[src/rtl/sa_tile_loader.sv]
// sa_tile_loader: host-side sequencer for a 4x4 systolic array tile.
// Loads four A rows and four B rows from a word-addressed scratchpad,
// releases the array from reset, waits (with watchdog) for completion,
// captures the four C rows and writes the 16 result words back.
module sa_tile_loader #(
    parameter int ADDR_BITS  = 16,
    parameter int DATA_BITS  = 32,
    parameter int DATAC_BITS = 128,
    parameter int TIMEOUT    = 64
) (
    input  logic                  clk,
    input  logic                  rst_n,
    input  logic                  start,
    input  logic [ADDR_BITS-1:0]  base_a,
    input  logic [ADDR_BITS-1:0]  base_b,
    input  logic [ADDR_BITS-1:0]  base_c,
    output logic                  busy,
    output logic                  done,
    output logic                  error,
    output logic                  mem_rd_en,
    output logic [ADDR_BITS-1:0]  mem_rd_addr,
    input  logic [DATA_BITS-1:0]  mem_rd_data,
    output logic                  mem_wr_en,
    output logic [ADDR_BITS-1:0]  mem_wr_addr,
    output logic [DATA_BITS-1:0]  mem_wr_data,
    output logic                  sa_rst_n,
    input  logic                  sa_done,
    output logic [DATA_BITS-1:0]  local_buffer_A0,
    output logic [DATA_BITS-1:0]  local_buffer_A1,
    output logic [DATA_BITS-1:0]  local_buffer_A2,
    output logic [DATA_BITS-1:0]  local_buffer_A3,
    output logic [DATA_BITS-1:0]  local_buffer_B0,
    output logic [DATA_BITS-1:0]  local_buffer_B1,
    output logic [DATA_BITS-1:0]  local_buffer_B2,
    output logic [DATA_BITS-1:0]  local_buffer_B3,
    input  logic [DATAC_BITS-1:0] local_buffer_C0,
    input  logic [DATAC_BITS-1:0] local_buffer_C1,
    input  logic [DATAC_BITS-1:0] local_buffer_C2,
    input  logic [DATAC_BITS-1:0] local_buffer_C3
);

    typedef enum logic [2:0] {
        S_IDLE, S_LOAD, S_RUN, S_WAIT, S_STORE, S_DONE
    } state_t;

    // Last watchdog value before the abort fires (counter starts at 0).
    localparam logic [7:0] WD_LAST = 8'(TIMEOUT - 1);

    state_t                 state_reg, state_next;
    logic [3:0]             idx_reg, idx_next;
    logic [7:0]             wd_reg, wd_next;
    logic                   error_reg, error_next;
    logic [ADDR_BITS-1:0]   base_a_reg, base_b_reg, base_c_reg;
    logic                   rd_pend_reg;
    logic [2:0]             rd_idx_reg;
    logic [DATA_BITS-1:0]   a_reg [4];
    logic [DATA_BITS-1:0]   b_reg [4];
    logic [DATAC_BITS-1:0]  c_reg [4];
    logic [DATAC_BITS-1:0]  c_in  [4];
    logic [DATA_BITS-1:0]   c_word [16];
    logic                   accept;
    logic                   c_capture;

    assign accept    = (state_reg == S_IDLE) && start;
    assign c_capture = (state_reg == S_WAIT) && sa_done;

    assign c_in[0] = local_buffer_C0;
    assign c_in[1] = local_buffer_C1;
    assign c_in[2] = local_buffer_C2;
    assign c_in[3] = local_buffer_C3;

    assign local_buffer_A0 = a_reg[0];
    assign local_buffer_A1 = a_reg[1];
    assign local_buffer_A2 = a_reg[2];
    assign local_buffer_A3 = a_reg[3];
    assign local_buffer_B0 = b_reg[0];
    assign local_buffer_B1 = b_reg[1];
    assign local_buffer_B2 = b_reg[2];
    assign local_buffer_B3 = b_reg[3];
    assign error           = error_reg;

    // FSM state, step index, watchdog and sticky error registers.
    always_ff @(posedge clk or negedge rst_n) begin
        if (!rst_n) begin
            state_reg <= S_IDLE;
            idx_reg   <= '0;
            wd_reg    <= '0;
            error_reg <= 1'b0;
        end else begin
            state_reg <= state_next;
            idx_reg   <= idx_next;
            wd_reg    <= wd_next;
            error_reg <= error_next;
        end
    end

    // Tile base addresses are frozen for the whole operation on an accepted start.
    always_ff @(posedge clk or negedge rst_n) begin
        if (!rst_n) begin
            base_a_reg <= '0;
            base_b_reg <= '0;
            base_c_reg <= '0;
        end else if (accept) begin
            base_a_reg <= base_a;
            base_b_reg <= base_b;
            base_c_reg <= base_c;
        end
    end

    // Remember which row each read targets; the data returns one cycle later.
    always_ff @(posedge clk or negedge rst_n) begin
        if (!rst_n) begin
            rd_pend_reg <= 1'b0;
            rd_idx_reg  <= '0;
        end else begin
            rd_pend_reg <= mem_rd_en;
            rd_idx_reg  <= idx_reg[2:0];
        end
    end

    genvar gi;
    generate
        for (gi = 0; gi < 4; gi++) begin : g_rows
            // A row gi is filled by read slot gi; held until the next load.
            always_ff @(posedge clk or negedge rst_n) begin
                if (!rst_n)
                    a_reg[gi] <= '0;
                else if (rd_pend_reg && rd_idx_reg == 3'(gi))
                    a_reg[gi] <= mem_rd_data;
            end

            // B row gi is filled by read slot gi+4.
            always_ff @(posedge clk or negedge rst_n) begin
                if (!rst_n)
                    b_reg[gi] <= '0;
                else if (rd_pend_reg && rd_idx_reg == 3'(gi + 4))
                    b_reg[gi] <= mem_rd_data;
            end

            // C row gi is sampled in the same cycle the array reports done.
            always_ff @(posedge clk or negedge rst_n) begin
                if (!rst_n)
                    c_reg[gi] <= '0;
                else if (c_capture)
                    c_reg[gi] <= c_in[gi];
            end
        end

        // Flatten C into 16 write words; word 0 of a row is its top slice.
        for (gi = 0; gi < 16; gi++) begin : g_words
            assign c_word[gi] = c_reg[gi / 4][DATAC_BITS - 1 - DATA_BITS * (gi % 4) -: DATA_BITS];
        end
    endgenerate

    // Next-state logic and all strobes/addresses decoded from the current state.
    always_comb begin
        state_next  = state_reg;
        idx_next    = idx_reg;
        wd_next     = wd_reg;
        error_next  = error_reg;
        busy        = (state_reg != S_IDLE);
        done        = 1'b0;
        mem_rd_en   = 1'b0;
        mem_rd_addr = '0;
        mem_wr_en   = 1'b0;
        mem_wr_addr = '0;
        mem_wr_data = '0;
        sa_rst_n    = 1'b0;
        case (state_reg)
            S_IDLE: begin
                if (start) begin
                    error_next = 1'b0;
                    idx_next   = '0;
                    state_next = S_LOAD;
                end
            end
            S_LOAD: begin
                // Slots 0..7 issue reads; slot 8 only absorbs the last returning word.
                if (!idx_reg[3]) begin
                    mem_rd_en   = 1'b1;
                    mem_rd_addr = (idx_reg[2] ? base_b_reg : base_a_reg)
                                  + ADDR_BITS'(idx_reg[1:0]);
                    idx_next    = idx_reg + 4'd1;
                end else begin
                    idx_next   = '0;
                    state_next = S_RUN;
                end
            end
            S_RUN: begin
                sa_rst_n   = 1'b1;
                wd_next    = '0;
                state_next = S_WAIT;
            end
            S_WAIT: begin
                sa_rst_n = 1'b1;
                if (sa_done) begin
                    idx_next   = '0;
                    state_next = S_STORE;
                end else if (wd_reg == WD_LAST) begin
                    error_next = 1'b1;
                    state_next = S_IDLE;
                end else begin
                    wd_next = wd_reg + 8'd1;
                end
            end
            S_STORE: begin
                mem_wr_en   = 1'b1;
                mem_wr_addr = base_c_reg + ADDR_BITS'(idx_reg);
                mem_wr_data = c_word[idx_reg];
                if (idx_reg == 4'd15)
                    state_next = S_DONE;
                else
                    idx_next = idx_reg + 4'd1;
            end
            S_DONE: begin
                done       = 1'b1;
                state_next = S_IDLE;
            end
            default: state_next = S_IDLE;
        endcase
    end

endmodule

[config.mk]
export PLATFORM = sky130hd
export DESIGN_NAME = sa_tile_loader
export DESIGN_NICKNAME = d
export VERILOG_FILES = /design/src/rtl/sa_tile_loader.sv
export SDC_FILE = /design/constraint.sdc
export NUM_CORES = 2
export LEC_CHECK = 0
export BUFFER_PORTS_ARGS = -buffer_cell sky130_fd_sc_hd__buf_2
export CORE_AREA = 2 2 364 366
export DETAILED_ROUTE_END_ITERATION = 10
export DIE_AREA = 0 0 366 368
export REMOVE_ABC_BUFFERS = 1
export SLEW_MARGIN = 20
export SYNTH_ARGS = -nofsm -noshare
export SYNTH_HDL_FRONTEND = slang
export SYNTH_SLANG_ARGS = --single-unit
[constraint.sdc]
create_clock -name clk -period 4.6 [get_ports clk]
set_input_delay 0.69 -clock clk [delete_from_list [all_inputs] [get_ports clk]]
set_output_delay 0.69 -clock clk [all_outputs]
set_load 0.005 [all_outputs]
# Word level (Yosys, flattened, before mapping)
# Cells that the tools add are included.
# totals
mem_count	0
latchBits	0
inputBits	596
regBits	836
romBits	0
elab_cells	102
ramBits	0
# classes
order_cmp	1
muxes	31
bitwise	1
addsub	4
reduce_logical	21
n_div	0
n_eq_ne	23
multipliers	0
shift	0
# op_table
op	n
$bmux 32 s4	1
$mux 32	3
$mux 16	4
$eq 3x3->1 const B	6
$add 16x2->16	1
$add 16x4->16	1
$mux 4	4
$mux 8	2
$pmux 4 s4	1
$pmux 8 s2	1
$mux 3	5
$pmux 3 s5	1
$ne 2x2->1 const B	7
$eq 3x2->1 const B	4
$reduce_and 4->1	3
$logic_and 1x1->1	10
$add 8x1->8 const B	1
$eq 8x6->1 const B	1
$mux 1	8
$eq 3x1->1 const B	2
$logic_not 3->1	2
$ge 5x5->1 const B	1
$not 4->5	1
$add 4x1->4 const B	1
other kinds (9)	10

# Longest topological paths before layout
# depth
depth_word	5
ltp_mapped	12

# Least setup slack after synthesis
# No wires, ideal clock.
# synth_path
kind	register to output
startpoint	register idx_reg[2]
endpoint	output port mem_rd_addr[15]
path_buffers	5
required_ns	3.910
setup_slack_ns	1.099
stages_incl_launch_ff	12
t_arrival_ns	2.811
cell_sequence	dfrtp_1 > buf_2 > buf_6 > buf_4 > buf_2 > buf_2 > mux2_2 > ha_1 > a21oi_1 > a211o_1 > nor4_1 > mux2i_1
# synth_between
elab_chain_cells	4
# synth_rtl
item	line_no	rtl
start: declaration	50	logic [3:0] idx_reg, idx_next;
start signal: assignment	91	idx_reg <= idx_next;
$mux 16	181	mem_rd_addr = (idx_reg[2] ? base_b_reg : base_a_reg)
$add 16x2->16	182	+ ADDR_BITS'(idx_reg[1:0]);
$mux 16	179	if (!idx_reg[3]) begin
$mux 16	169	case (state_reg)
end: declaration	21	output logic [ADDR_BITS-1:0] mem_rd_addr,
# No other way between the ends.

# Final worst setup path
# layout_path
startpoint	register state_reg[0]
endpoint	output port mem_wr_data[18]
# layout_between
elab_chain_cells	2
# layout_rtl
item	line_no	rtl
start: declaration	49	state_t state_reg, state_next;
start signal: assignment	90	state_reg <= state_next;
$eq 3x3->1	169	
$mux 32	169	
end: declaration	25	output logic [DATA_BITS-1:0] mem_wr_data,
# No other way between the ends.

==> impl_metrics.tcl <==
set metrics [dict create \
    status "completed" \
    synth_warnings 0 \
    tightestPinTransition_ns 0.986 \
    crit_slowest_cell "o32ai_1" \
    cts_root_buffer "clkbuf_16" \
    grt_max_degree 115 \
    maxSlewHeadroom_pct 34.3 \
    rsz0062_at_grt "false" \
    drv_slew 0 \
    area_delta_synth_final_pct 26.6 \
    vias 24393 \
    end_kind "output pin" \
    grt.busiest_layer "met2" \
    arrival_ns 3.44 \
    nNetsFinal 3919 \
    async_flop_share_pct 100 \
    clk_pin_slew_worst_paths_ns 0.06 \
    drc_errors 0 \
    largest_reg_flops 512 \
    vdd_drop_max_v 0.000336 \
    period_needed_ns 4.13 \
    path_depth 6 \
    via_per_inst 4.72 \
    postSynthCellCount 2395 \
    crit_buf_inv 3 \
    crit_type "reg2out" \
    combPwrFrac_pct 30.6 \
    synth_seq_area_share_pct 57.0 \
    startpoint_type "flop" \
    cts_tree "yes" \
    grt_pass1_vias 25003 \
    finalPower_mw 28.2 \
    gr-usage-met3_pct 5.08 \
    synth_edf_count 0 \
    h-tree-depth 3 \
    finalCritPeriodShare_pct 89.7 \
    path_max_fanout 21 \
    grt_usage_pct 17.1 \
    gr-usage-met2_pct 28.6 \
    cp_cell_sequence "buf_4, or3b_1, clkinv_2, nand2_4, o32ai_1, buf_2" \
    pwr-share-clk_pct 27.2 \
    drt-total-wl_um 118000 \
    antenna_found_initial 79 \
    worstPathRequired_ns 3.91 \
    start_util_pct 28.1 \
    row_count 133 \
    clock_latency_ns 0.70 \
    clkSinkCount 836 \
    coreArea_um2 131000 \
    cts.path.max_buffers 3 \
    grt_pass1_wl_um 172000 \
    setup_violations 0 \
    cp_top_family "simple AND/OR/NAND/NOR gates" \
    p_sw_share_pct 31.0 \
    timing.fmax_ghz 0.242 \
    grt_remaining_overflow 0 \
    syn_avg_cell_area_um2 15.3 \
    synth-seq-cells 836 \
    drive_above_1_share_pct 59.8 \
    globalRouteMet1Util_pct 21.3 \
    routedWlPerCell_um 22.8 \
    r2r_cells 5 \
    seqPwrFrac_pct 42.2 \
    yosysTopAreaCellShare_pct 57.0 \
    cts.repair.resized 0 \
    syn_area_um2 36700 \
    yosysTopAreaCell "dfrtp_1" \
    fp.dieH_um 368 \
    antenna_left 0 \
    internal_power_mw 19.5 \
    cts.hold.buffers_added 0 \
    ios 922 \
    port_buffers 921 \
    fillers 12907 \
    hp-class "in2async" \
    cts_setup_buffers 0 \
    p_sw_mw 8.73 \
    netlist-cell-type-count 62 \
    critPathMaxStageDelay_ns 0.73 \
    die-width_um 366 \
    cts_buffers 93 \
    drv_cap 0 \
    hpwlAfterDp_um 87600 \
    stdcell_area_um2 46500 \
    clock_skew_ns 0.0355 \
    place.gp.congestion 0.837 \
    holdWs_ns 0.0394 \
    place_area_um2 43300 \
    p_leak_nw 22.7 \
    synth_flop_cell "dfrtp_1" \
    drtIter0Drc 1024 \
    power-per-cell-area_nw_per_um2 606 \
    synth_area_leaders "dfrtp_1 57%, mux2_2 24%, mux4_2 6.3%" \
    hold_viol 0 \
    dr.pass1.iters 5 \
    die-area_um2 135000 \
]
==> through the flow <==
step | setup slack (ns) | cells | util (%) | TNS [ns]
CTS | 0.404 | 5143 | 35.5 | 0
floorplan | -11.99 | 2240 | - | -6258.07
detailed placement | 1.21 | 4972 | 33.1 | 0
global placement | 1.20 | 4972 | 33.1 | 0
global route | 0.193 | 5159 | 35.5 | 0
finish | 0.473 | 5165 | 35.5 | 0
==> placed cells by master, fill, tap and decap left out, types with 5 or more instances in the layout <==
master,synthesis,layout
clkinv_2,1,18
nor3b_1,5,5
a21oi_1,20,20
clkbuf_8,0,12
nand2_1,48,48
mux2i_1,108,108
nand3_1,13,12
o32ai_1,13,13
buf_2,83,920
inv_1,15,14
o22ai_1,20,20
a31oi_1,8,8
mux2_1,42,42
mux4_2,102,102
dfrtp_1,836,833
buf_12,0,15
and3_1,7,7
xnor2_1,6,6
nand2b_1,9,9
o21ai_0,34,34
clkbuf_16,0,93
buf_4,13,41
ha_1,9,9
nand4_1,10,10
nor2_1,46,44
nor3_1,14,12
clkbuf_1,33,26
bufinv_16,0,9
diode_2,0,22
a211oi_1,21,21
and2_1,5,5
mux2_2,782,782
==> cell type report <==
class | count | area [um^2] | share of cell area (%)
sequential | 836 | 20900 | 45.0
multi-input combinational | 1387 | 14900 | 32.0
timing repair buffer | 977 | 5230 | 11.2
clock buffer | 131 | 2590 | 5.57
tap | 1755 | 2200 | 4.72
clock inverter | 40 | 557 | 1.20
inverter | 17 | 67.6 | 0.145
antenna | 22 | 55.1 | 0.118
==> power by group through the flow <==
stage          sequential, mW  combinational, mW  clock [mW]
3_3_place_gp             11.9               8.59           0
2_1_floorplan            12.0               5.17           0
4_1_cts                  11.9               8.77        7.90
5_1_grt                  12.2               9.37        8.22
3_5_place_dp             12.0               8.75           0
6_report                 11.9               8.62        7.68
==> routing by layer <==
layer	wire length [um]	share of wire, %
met5	494	0.42
met1	48700	41
met4	3140	2.7
met2	57300	49
met3	8340	7.1
==> cells in the mapped netlist, types with 6 or more instances <==
master,n
mux4_2,102
dfrtp_1,836
buf_2,83
nand3_1,13
inv_1,15
nand2_1,48
buf_4,13
mux2i_1,108
o32ai_1,13
nor2_1,46
a21oi_1,20
nand4_1,10
and3_1,7
ha_1,9
mux2_2,782
nand2b_1,9
o21ai_0,34
xnor2_1,6
mux2_1,42
nor3_1,14
o22ai_1,20
a31oi_1,8
clkbuf_1,33
buf_6,21
a211oi_1,21
==> path summary, 6_finish.rpt <==
path,slack (ns),startpoint,endpoint
max,0.47,state_reg[0],mem_wr_data[18]
min,0.04,rst_n,c_reg[398]
max reg2reg,1.84,state_reg[2],c_reg[351]
min reg2reg,0.49,c_reg[316],c_reg[316]
max in group asynchronous,3.24,rst_n,c_reg[244]
min in group clk,0.19,base_c[14],base_c_reg[14]
==> logic make-up after synthesis <==
| group | synth area share (%) |
|---|---|
| compound gates | 2.59 |
| xor+xnor | 0.215 |
| fa+ha+maj | 0.416 |
| buf+inv | 2.64 |
| flops | 57.0 |
| mux | 34.5 |
| simple gates | 2.67 |
Power figures use the tool's default switching activity.
